`src/rtl/aes_noc_loader.sv`:
```
// NOC front end for the AES peripheral: key/IV loading, plaintext block
// assembly into a show-ahead FIFO, and result serialisation onto the NOC.
module aes_noc_loader #(
    parameter int         WORD_W     = 64,
    parameter int         BLOCK_W    = 128,
    parameter int         RK_WORDS   = 22,
    parameter int         FIFO_DEPTH = 4,
    parameter logic [7:0] TX_CMD     = 8'hEF
) (
    input  logic                         clk,
    input  logic                         reset,
    input  logic [WORD_W-1:0]            rx_data,
    input  logic [7:0]                   rx_cmd,
    input  logic                         rx_valid,
    output logic                         rx_rdy,
    output logic [WORD_W-1:0]            tx_data,
    output logic [7:0]                   tx_cmd,
    output logic                         tx_valid,
    input  logic                         tx_rdy,
    output logic [RK_WORDS*WORD_W-1:0]   rk_out,
    output logic                         rk_loaded,
    output logic [BLOCK_W-1:0]           iv_out,
    output logic                         iv_loaded,
    output logic [BLOCK_W-1:0]           blk_data,
    output logic                         blk_valid,
    input  logic                         blk_ready,
    input  logic [BLOCK_W-1:0]           res_data,
    input  logic                         res_valid,
    output logic                         res_ready,
    output logic [7:0]                   err_count
);

    localparam int WPB = BLOCK_W / WORD_W;
    localparam int RKW = $clog2(RK_WORDS + 1);
    localparam int IVW = $clog2(WPB + 1);
    localparam int AIW = (WPB > 1) ? $clog2(WPB) : 1;
    localparam int AW  = $clog2(FIFO_DEPTH);

    localparam logic [RKW-1:0] RK_FULL  = RKW'(RK_WORDS);
    localparam logic [IVW-1:0] IV_FULL  = IVW'(WPB);
    localparam logic [AIW-1:0] LAST_WRD = AIW'(WPB - 1);

    typedef enum logic {S_IDLE, S_SEND} tx_state_e;

    logic [RK_WORDS*WORD_W-1:0] rk_q, rk_d;
    logic [RKW-1:0]             rk_idx_q, rk_idx_d;
    logic [BLOCK_W-1:0]         iv_q, iv_d;
    logic [IVW-1:0]             iv_idx_q, iv_idx_d;
    logic [BLOCK_W-1:0]         asm_q, asm_d;
    logic [AIW-1:0]             asm_idx_q, asm_idx_d;
    logic [7:0]                 err_q, err_d;
    logic [AW:0]                wr_ptr_q, wr_ptr_d;
    logic [AW:0]                rd_ptr_q, rd_ptr_d;
    logic [BLOCK_W-1:0]         mem_q [FIFO_DEPTH];

    tx_state_e                  state_q, state_d;
    logic [BLOCK_W-1:0]         tx_buf_q, tx_buf_d;
    logic [AIW-1:0]             tx_idx_q, tx_idx_d;
    logic [WORD_W-1:0]          tx_data_q, tx_data_d;
    logic [7:0]                 tx_cmd_q, tx_cmd_d;
    logic                       tx_valid_q, tx_valid_d;

    logic fifo_full, fifo_empty;
    logic accept, push, pop, clear, drop;

    // Extra pointer MSB separates full from empty when the indices match.
    assign fifo_empty = (wr_ptr_q == rd_ptr_q);
    assign fifo_full  = (wr_ptr_q[AW] != rd_ptr_q[AW]) &&
                        (wr_ptr_q[AW-1:0] == rd_ptr_q[AW-1:0]);

    assign rx_rdy    = !reset && !(fifo_full && asm_idx_q == LAST_WRD);
    assign accept    = rx_valid && rx_rdy;
    assign pop       = !fifo_empty && blk_ready;

    assign blk_valid = !fifo_empty;
    assign blk_data  = mem_q[rd_ptr_q[AW-1:0]];
    assign rk_out    = rk_q;
    assign iv_out    = iv_q;
    assign rk_loaded = (rk_idx_q == RK_FULL);
    assign iv_loaded = (iv_idx_q == IV_FULL);
    assign err_count = err_q;
    assign tx_data   = tx_data_q;
    assign tx_cmd    = tx_cmd_q;
    assign tx_valid  = tx_valid_q;

    always_comb begin
        rk_d      = rk_q;
        rk_idx_d  = rk_idx_q;
        iv_d      = iv_q;
        iv_idx_d  = iv_idx_q;
        asm_d     = asm_q;
        asm_idx_d = asm_idx_q;
        err_d     = err_q;
        push      = 1'b0;
        clear     = 1'b0;
        drop      = 1'b0;
        if (accept) begin
            case (rx_cmd)
                8'h00: begin
                    if (rk_idx_q == RK_FULL) begin
                        drop = 1'b1;
                    end else begin
                        for (int i = 0; i < RK_WORDS; i++)
                            if (rk_idx_q == RKW'(i))
                                rk_d[i*WORD_W +: WORD_W] = rx_data;
                        rk_idx_d = rk_idx_q + 1'b1;
                    end
                end
                8'h01: begin
                    if (iv_idx_q == IV_FULL) begin
                        drop = 1'b1;
                    end else begin
                        for (int i = 0; i < WPB; i++)
                            if (iv_idx_q == IVW'(i))
                                iv_d[i*WORD_W +: WORD_W] = rx_data;
                        iv_idx_d = iv_idx_q + 1'b1;
                    end
                end
                8'h02: begin
                    for (int i = 0; i < WPB; i++)
                        if (asm_idx_q == AIW'(i))
                            asm_d[i*WORD_W +: WORD_W] = rx_data;
                    if (asm_idx_q == LAST_WRD) begin
                        push      = 1'b1;
                        asm_idx_d = '0;
                    end else begin
                        asm_idx_d = asm_idx_q + 1'b1;
                    end
                end
                8'h03: begin
                    clear     = 1'b1;
                    rk_idx_d  = '0;
                    iv_idx_d  = '0;
                    asm_idx_d = '0;
                end
                default: drop = 1'b1;
            endcase
        end
        if (drop && err_q != 8'hFF)
            err_d = err_q + 8'd1;
    end

    // A clear discards the FIFO even if the core pops in the same cycle.
    always_comb begin
        wr_ptr_d = wr_ptr_q;
        rd_ptr_d = rd_ptr_q;
        if (clear) begin
            wr_ptr_d = '0;
            rd_ptr_d = '0;
        end else begin
            if (push) wr_ptr_d = wr_ptr_q + 1'b1;
            if (pop)  rd_ptr_d = rd_ptr_q + 1'b1;
        end
    end

    always_ff @(posedge clk) begin
        if (push)
            mem_q[wr_ptr_q[AW-1:0]] <= asm_d;
    end

    always_ff @(posedge clk) begin
        if (reset) begin
            rk_q      <= '0;
            rk_idx_q  <= '0;
            iv_q      <= '0;
            iv_idx_q  <= '0;
            asm_q     <= '0;
            asm_idx_q <= '0;
            err_q     <= '0;
            wr_ptr_q  <= '0;
            rd_ptr_q  <= '0;
        end else begin
            rk_q      <= rk_d;
            rk_idx_q  <= rk_idx_d;
            iv_q      <= iv_d;
            iv_idx_q  <= iv_idx_d;
            asm_q     <= asm_d;
            asm_idx_q <= asm_idx_d;
            err_q     <= err_d;
            wr_ptr_q  <= wr_ptr_d;
            rd_ptr_q  <= rd_ptr_d;
        end
    end

    always_ff @(posedge clk) begin
        if (reset) begin
            state_q    <= S_IDLE;
            tx_buf_q   <= '0;
            tx_idx_q   <= '0;
            tx_data_q  <= '0;
            tx_cmd_q   <= '0;
            tx_valid_q <= 1'b0;
        end else begin
            state_q    <= state_d;
            tx_buf_q   <= tx_buf_d;
            tx_idx_q   <= tx_idx_d;
            tx_data_q  <= tx_data_d;
            tx_cmd_q   <= tx_cmd_d;
            tx_valid_q <= tx_valid_d;
        end
    end

    always_comb begin
        state_d    = state_q;
        tx_buf_d   = tx_buf_q;
        tx_idx_d   = tx_idx_q;
        tx_data_d  = tx_data_q;
        tx_cmd_d   = tx_cmd_q;
        tx_valid_d = tx_valid_q;
        unique case (state_q)
            S_IDLE: begin
                if (res_valid && res_ready) begin
                    state_d    = S_SEND;
                    tx_buf_d   = res_data;
                    tx_idx_d   = '0;
                    tx_data_d  = res_data[WORD_W-1:0];
                    tx_cmd_d   = TX_CMD;
                    tx_valid_d = 1'b1;
                end
            end
            S_SEND: begin
                if (tx_rdy) begin
                    if (tx_idx_q == LAST_WRD) begin
                        state_d    = S_IDLE;
                        tx_valid_d = 1'b0;
                    end else begin
                        tx_idx_d = tx_idx_q + 1'b1;
                        for (int i = 0; i < WPB; i++)
                            if (tx_idx_d == AIW'(i))
                                tx_data_d = tx_buf_q[i*WORD_W +: WORD_W];
                    end
                end
            end
        endcase
    end

    always_comb begin
        res_ready = !reset && (state_q == S_IDLE);
    end

endmodule

```
`config.mk`:
```
export PLATFORM = sky130hd
export DESIGN_NAME = aes_noc_loader
export DESIGN_NICKNAME = d
export VERILOG_FILES = /design/src/rtl/aes_noc_loader.sv
export SDC_FILE = /design/constraint.sdc
export NUM_CORES = 2
export LEC_CHECK = 0
export ABC_AREA = 0
export BUFFER_PORTS_ARGS = -buffer_cell sky130_fd_sc_hd__buf_2
export CORE_AREA = 2 2 753 755
export CTS_CLUSTER_SIZE = 14
export DETAILED_ROUTE_END_ITERATION = 8
export DIE_AREA = 0 0 755 757
export GPL_ROUTABILITY_DRIVEN = 0
export PLACE_DENSITY_LB_ADDON = 0.15
export SETUP_SLACK_MARGIN = 0.2
export SYNTH_ARGS = -nofsm -noshare
export SYNTH_HDL_FRONTEND = slang
export SYNTH_SLANG_ARGS = --single-unit
```
`constraint.sdc`:
```
create_clock -name clk -period 16.8 [get_ports clk]
set_clock_uncertainty 0.2 [all_clocks]
set_input_delay 4.2 -clock clk [delete_from_list [all_inputs] [get_ports clk]]
set_output_delay 4.2 -clock clk [all_outputs]
set_load 0.01 [all_outputs]
```
==> out/qor.yml <==
crit_path_start_kind: "primary input"
end_kind: "primary output"
vias: 73400
nets: 10900
drc_errors: 0
synthesis.nets: 9253
ios: 1956
tns_ns: 0
ir_drop_mv: 0.0778
run_status: "completed"
slew_headroom_pct: 23.3
required_ns: 12.40
r2r_start: "wr_ptr_q[0]$_SDFFE_PP0N_"
routed_wl_mm: 543
ys_warn_count: 0
critPathLaunch: "reset"
hp-start: "rk_out[887]$_SDFFE_PP0P_"
grt_first_pass_wirelength_mm: 696
core_area_sq_um: 563000
cts_hold_buf: 0
drtPass1Iterations: 5
clock_latency_ns: 0.95
synthCells: 9033
holdPathEnd: "rk_out[887]$_SDFFE_PP0P_"
numCtsBuffers: 312
clock-sinks: 2396
whs_path_depth: 2
netlist_area_sq_um: 86100
setup_ws_ns: 7.07
globalRoute.busiestLayer: "met2"
crit_buf_inv: 2
ff2ff_path_depth: 7
rsz0062_at_grt: "false"
wl_per_cell_microns: 29.4
drt-initial-drc-count: 6698
critical_path_arrival_ns: 5.33
grt_use_met3_pct: 5.78
crit_slowest_cell: "nor2_1"
rows: 276
crit_chain: "buf_12 > nor2_1 > buf_2"
cts_setup_buffers: 0
root_buffer: "clkbuf_16"
die_w_microns: 755
cap_viol_max_count: 0
fin_hold_ws_ns: 0.245
tritoncts: "yes"
power.density_nw_per_um2: 115
grt_pass1_vias: 68300
critPathKind: "in -> out"
worst-r2r-setup-slack_ns: 12.69
synthFlopType: "dfxtp_1"
viasPerCell: 3.97
fillCellCount: 62400
r2r_end: "mem_q[0][33]$_DFFE_PP_"
cp_max_fo: 66
drive_gt1_share_pct: 26.2
synth-edff-count: 512
avgSynthCellArea_sq_um: 9.53
hold_viol_final: 0
multiInputGateArea_sq_um: 29900
setup_viol: 0
place_hpwl_mm: 376
seq_area_frac_synth_pct: 61.7
cp_top_family: "simple AND/OR/NAND/NOR gates"
worst-path-stages: 3
die-area_sq_um: 572000
fin_crit_ns: 9.73
grt_max_degree: 164
grt_util_met1_pct: 22.2
fmax_ghz: 0.103
ant_nets: 0
cts-resized-gates: 0
max_stage_delay_ns: 0.56
start_util_pct: 15.3
portBuffers: 1954
p_leak_nw: 43.2
min_path_type: "reg -> reg"
grt_use_total_pct: 18.1
htreeDepth: 5
antenna_found_initial: 229
finalCritPeriodShare_pct: 57.9
synth_cell_type_count: 55
clockBufferDepth: 4
register_area_sq_um: 53100
met2_usage_pct: 30.5
synthArstFlopShare_pct: 0
area_delta_synth_final_pct: 32.5
path_clk_slew_ns: 0.05
worst_pin_slew_ns: 1.15
grt-ovfl-total: 0
ys_ff_latch: 2396
power_w: 0.0132
die_y_microns: 757
slew_violations: 0
pre_cts_ws_ns: 7.10
worst reg2reg max path, cell delays in order (launching register included):
cell     delay, ns
dfxtp_1       0.47
xnor2_1       0.15
and4_4        0.39
nor2_4        0.17
buf_4         0.48
and2_4        0.51
buf_4         0.59
buf_4         0.69
metrics by stage:
| stage | instance area [sq um] | std cells | utilization, % |
|---|---|---|---|
| 6_report | 114000 | 18500 | 20.2 |
| 3_3_place_gp | 104000 | 17900 | 18.4 |
| 4_1_cts | 114000 | 18400 | 20.2 |
| 2_1_floorplan | 86100 | 9033 | - |
| 3_5_place_dp | 104000 | 17900 | 18.4 |
| 5_1_grt | 114000 | 18400 | 20.2 |
cells in the mapped netlist, types with 2 or more instances:
cell type / instances / area, sq um
a21oi_1: 1484 / 7430
and2_1: 134 / 838
and3_1: 18 / 113
and4_1: 3 / 26.3
buf_1: 41 / 154
buf_2: 158 / 791
buf_4: 20 / 150
clkbuf_1: 609 / 2290
dfxtp_1: 1884 / 37700
edfxtp_1: 512 / 15400
ha_1: 14 / 175
inv_1: 10 / 37.5
mux2_1: 62 / 698
mux2_2: 67 / 754
mux2i_1: 193 / 1930
mux4_2: 128 / 2880
nand2_1: 3220 / 12100
nand2b_1: 8 / 50.1
nand3_1: 152 / 761
nand4_1: 14 / 87.6
nor2_1: 148 / 556
nor2b_1: 7 / 43.8
nor3_1: 13 / 65.1
nor3_2: 8 / 80.1
nor3b_1: 6 / 45.0
nor4_4: 2 / 42.5
o211ai_1: 66 / 495
o21ai_0: 6 / 30.0
o31ai_1: 4 / 30.0
or3_1: 8 / 50.1
or4_1: 5 / 37.5
xnor2_1: 4 / 35.0
xor2_1: 3 / 26.3
placed cells by master, fill, tap and decap left out, drive strengths merged, types with 6 or more instances in the layout:
cell      count
a21oi      1484
and2        134
and3         18
buf        2146
clkbuf      472
clkinv       42
clkinvlp      7
dfxtp      1884
diode        85
edfxtp      512
ha           14
inv          30
mux2        129
mux2i       193
mux4        128
nand2      3220
nand2b        8
nand3       152
nand4        14
nor2        148
nor2b         7
nor3         21
nor3b         6
o211ai       66
o21ai         6
or3           8
or4           6
cells by family (layout without fill, tap and decap cells):
kind of cell             count (synthesis)  in the layout  synth area share (%)
AO/OA/AOI/OAI                         1572           1572                  9.39
XOR/XNOR                                 7              7                0.0712
adder cells (fa/ha/maj)                 14             14                 0.203
buffers and inverters                  839           2701                  3.98
flip-flops                            2396           2396                  61.7
multiplexers                           450            450                  7.28
other                                    1             86               0.00436
AND/OR/NAND/NOR                       3754           3754                  17.4
where the power goes:
group          internal (W)  leakage [nW]  switching (W)  total (W)
Sequential          0.00589          19.3      0.0000189    0.00590
Clock               0.00385          4.86        0.00282    0.00667
Combinational     0.0000876          19.1       0.000500   0.000588
Total               0.00982          43.2        0.00334     0.0132
worst max-delay path by stage:
stage / to / slack (ns)
after global routing: res_ready / 7.08
after detailed placement: res_ready / 7.10
after floorplan: mem_q[3][0]$_DFFE_PP_ / 1.53
final: res_ready / 7.07
after CTS: res_ready / 7.10
after global placement: res_ready / 7.04
routing by layer:
layer | share of wire (%) | routed length, microns | up-vias
li1 | - | - | 33300
met1 | 41 | 220000 | 36300
met2 | 48 | 258000 | 3038
met3 | 9.1 | 49600 | 641
met4 | 2.6 | 14200 | 116
met5 | 0.14 | 741 | -
sequential cells by signal, summed over array words and instances (netlist names), named ones only:
signal / cells
rk_out: 1408
tx_idx_q: 1
iv_out: 128
tx_data: 64
err_count: 8
tx_cmd: 1
tx_valid: 1
state_q: 1
asm_q: 128
mem_q: 512
asm_idx_q: 1
rk_idx_q: 5
rd_ptr_q: 3
iv_idx_q: 2
tx_buf_q: 128
wr_ptr_q: 3
layout make-up:
type,instances,share of cell area (%)
sequential,2396,46.6
multi-input combinational,5798,26.3
timing repair buffer,2146,10.0
tap,7506,8.24
clock buffer,472,8.06
clock inverter,73,0.645
antenna,85,0.187
inverter,10,0.0395
Note: power is estimated with default switching activity, not from simulation.
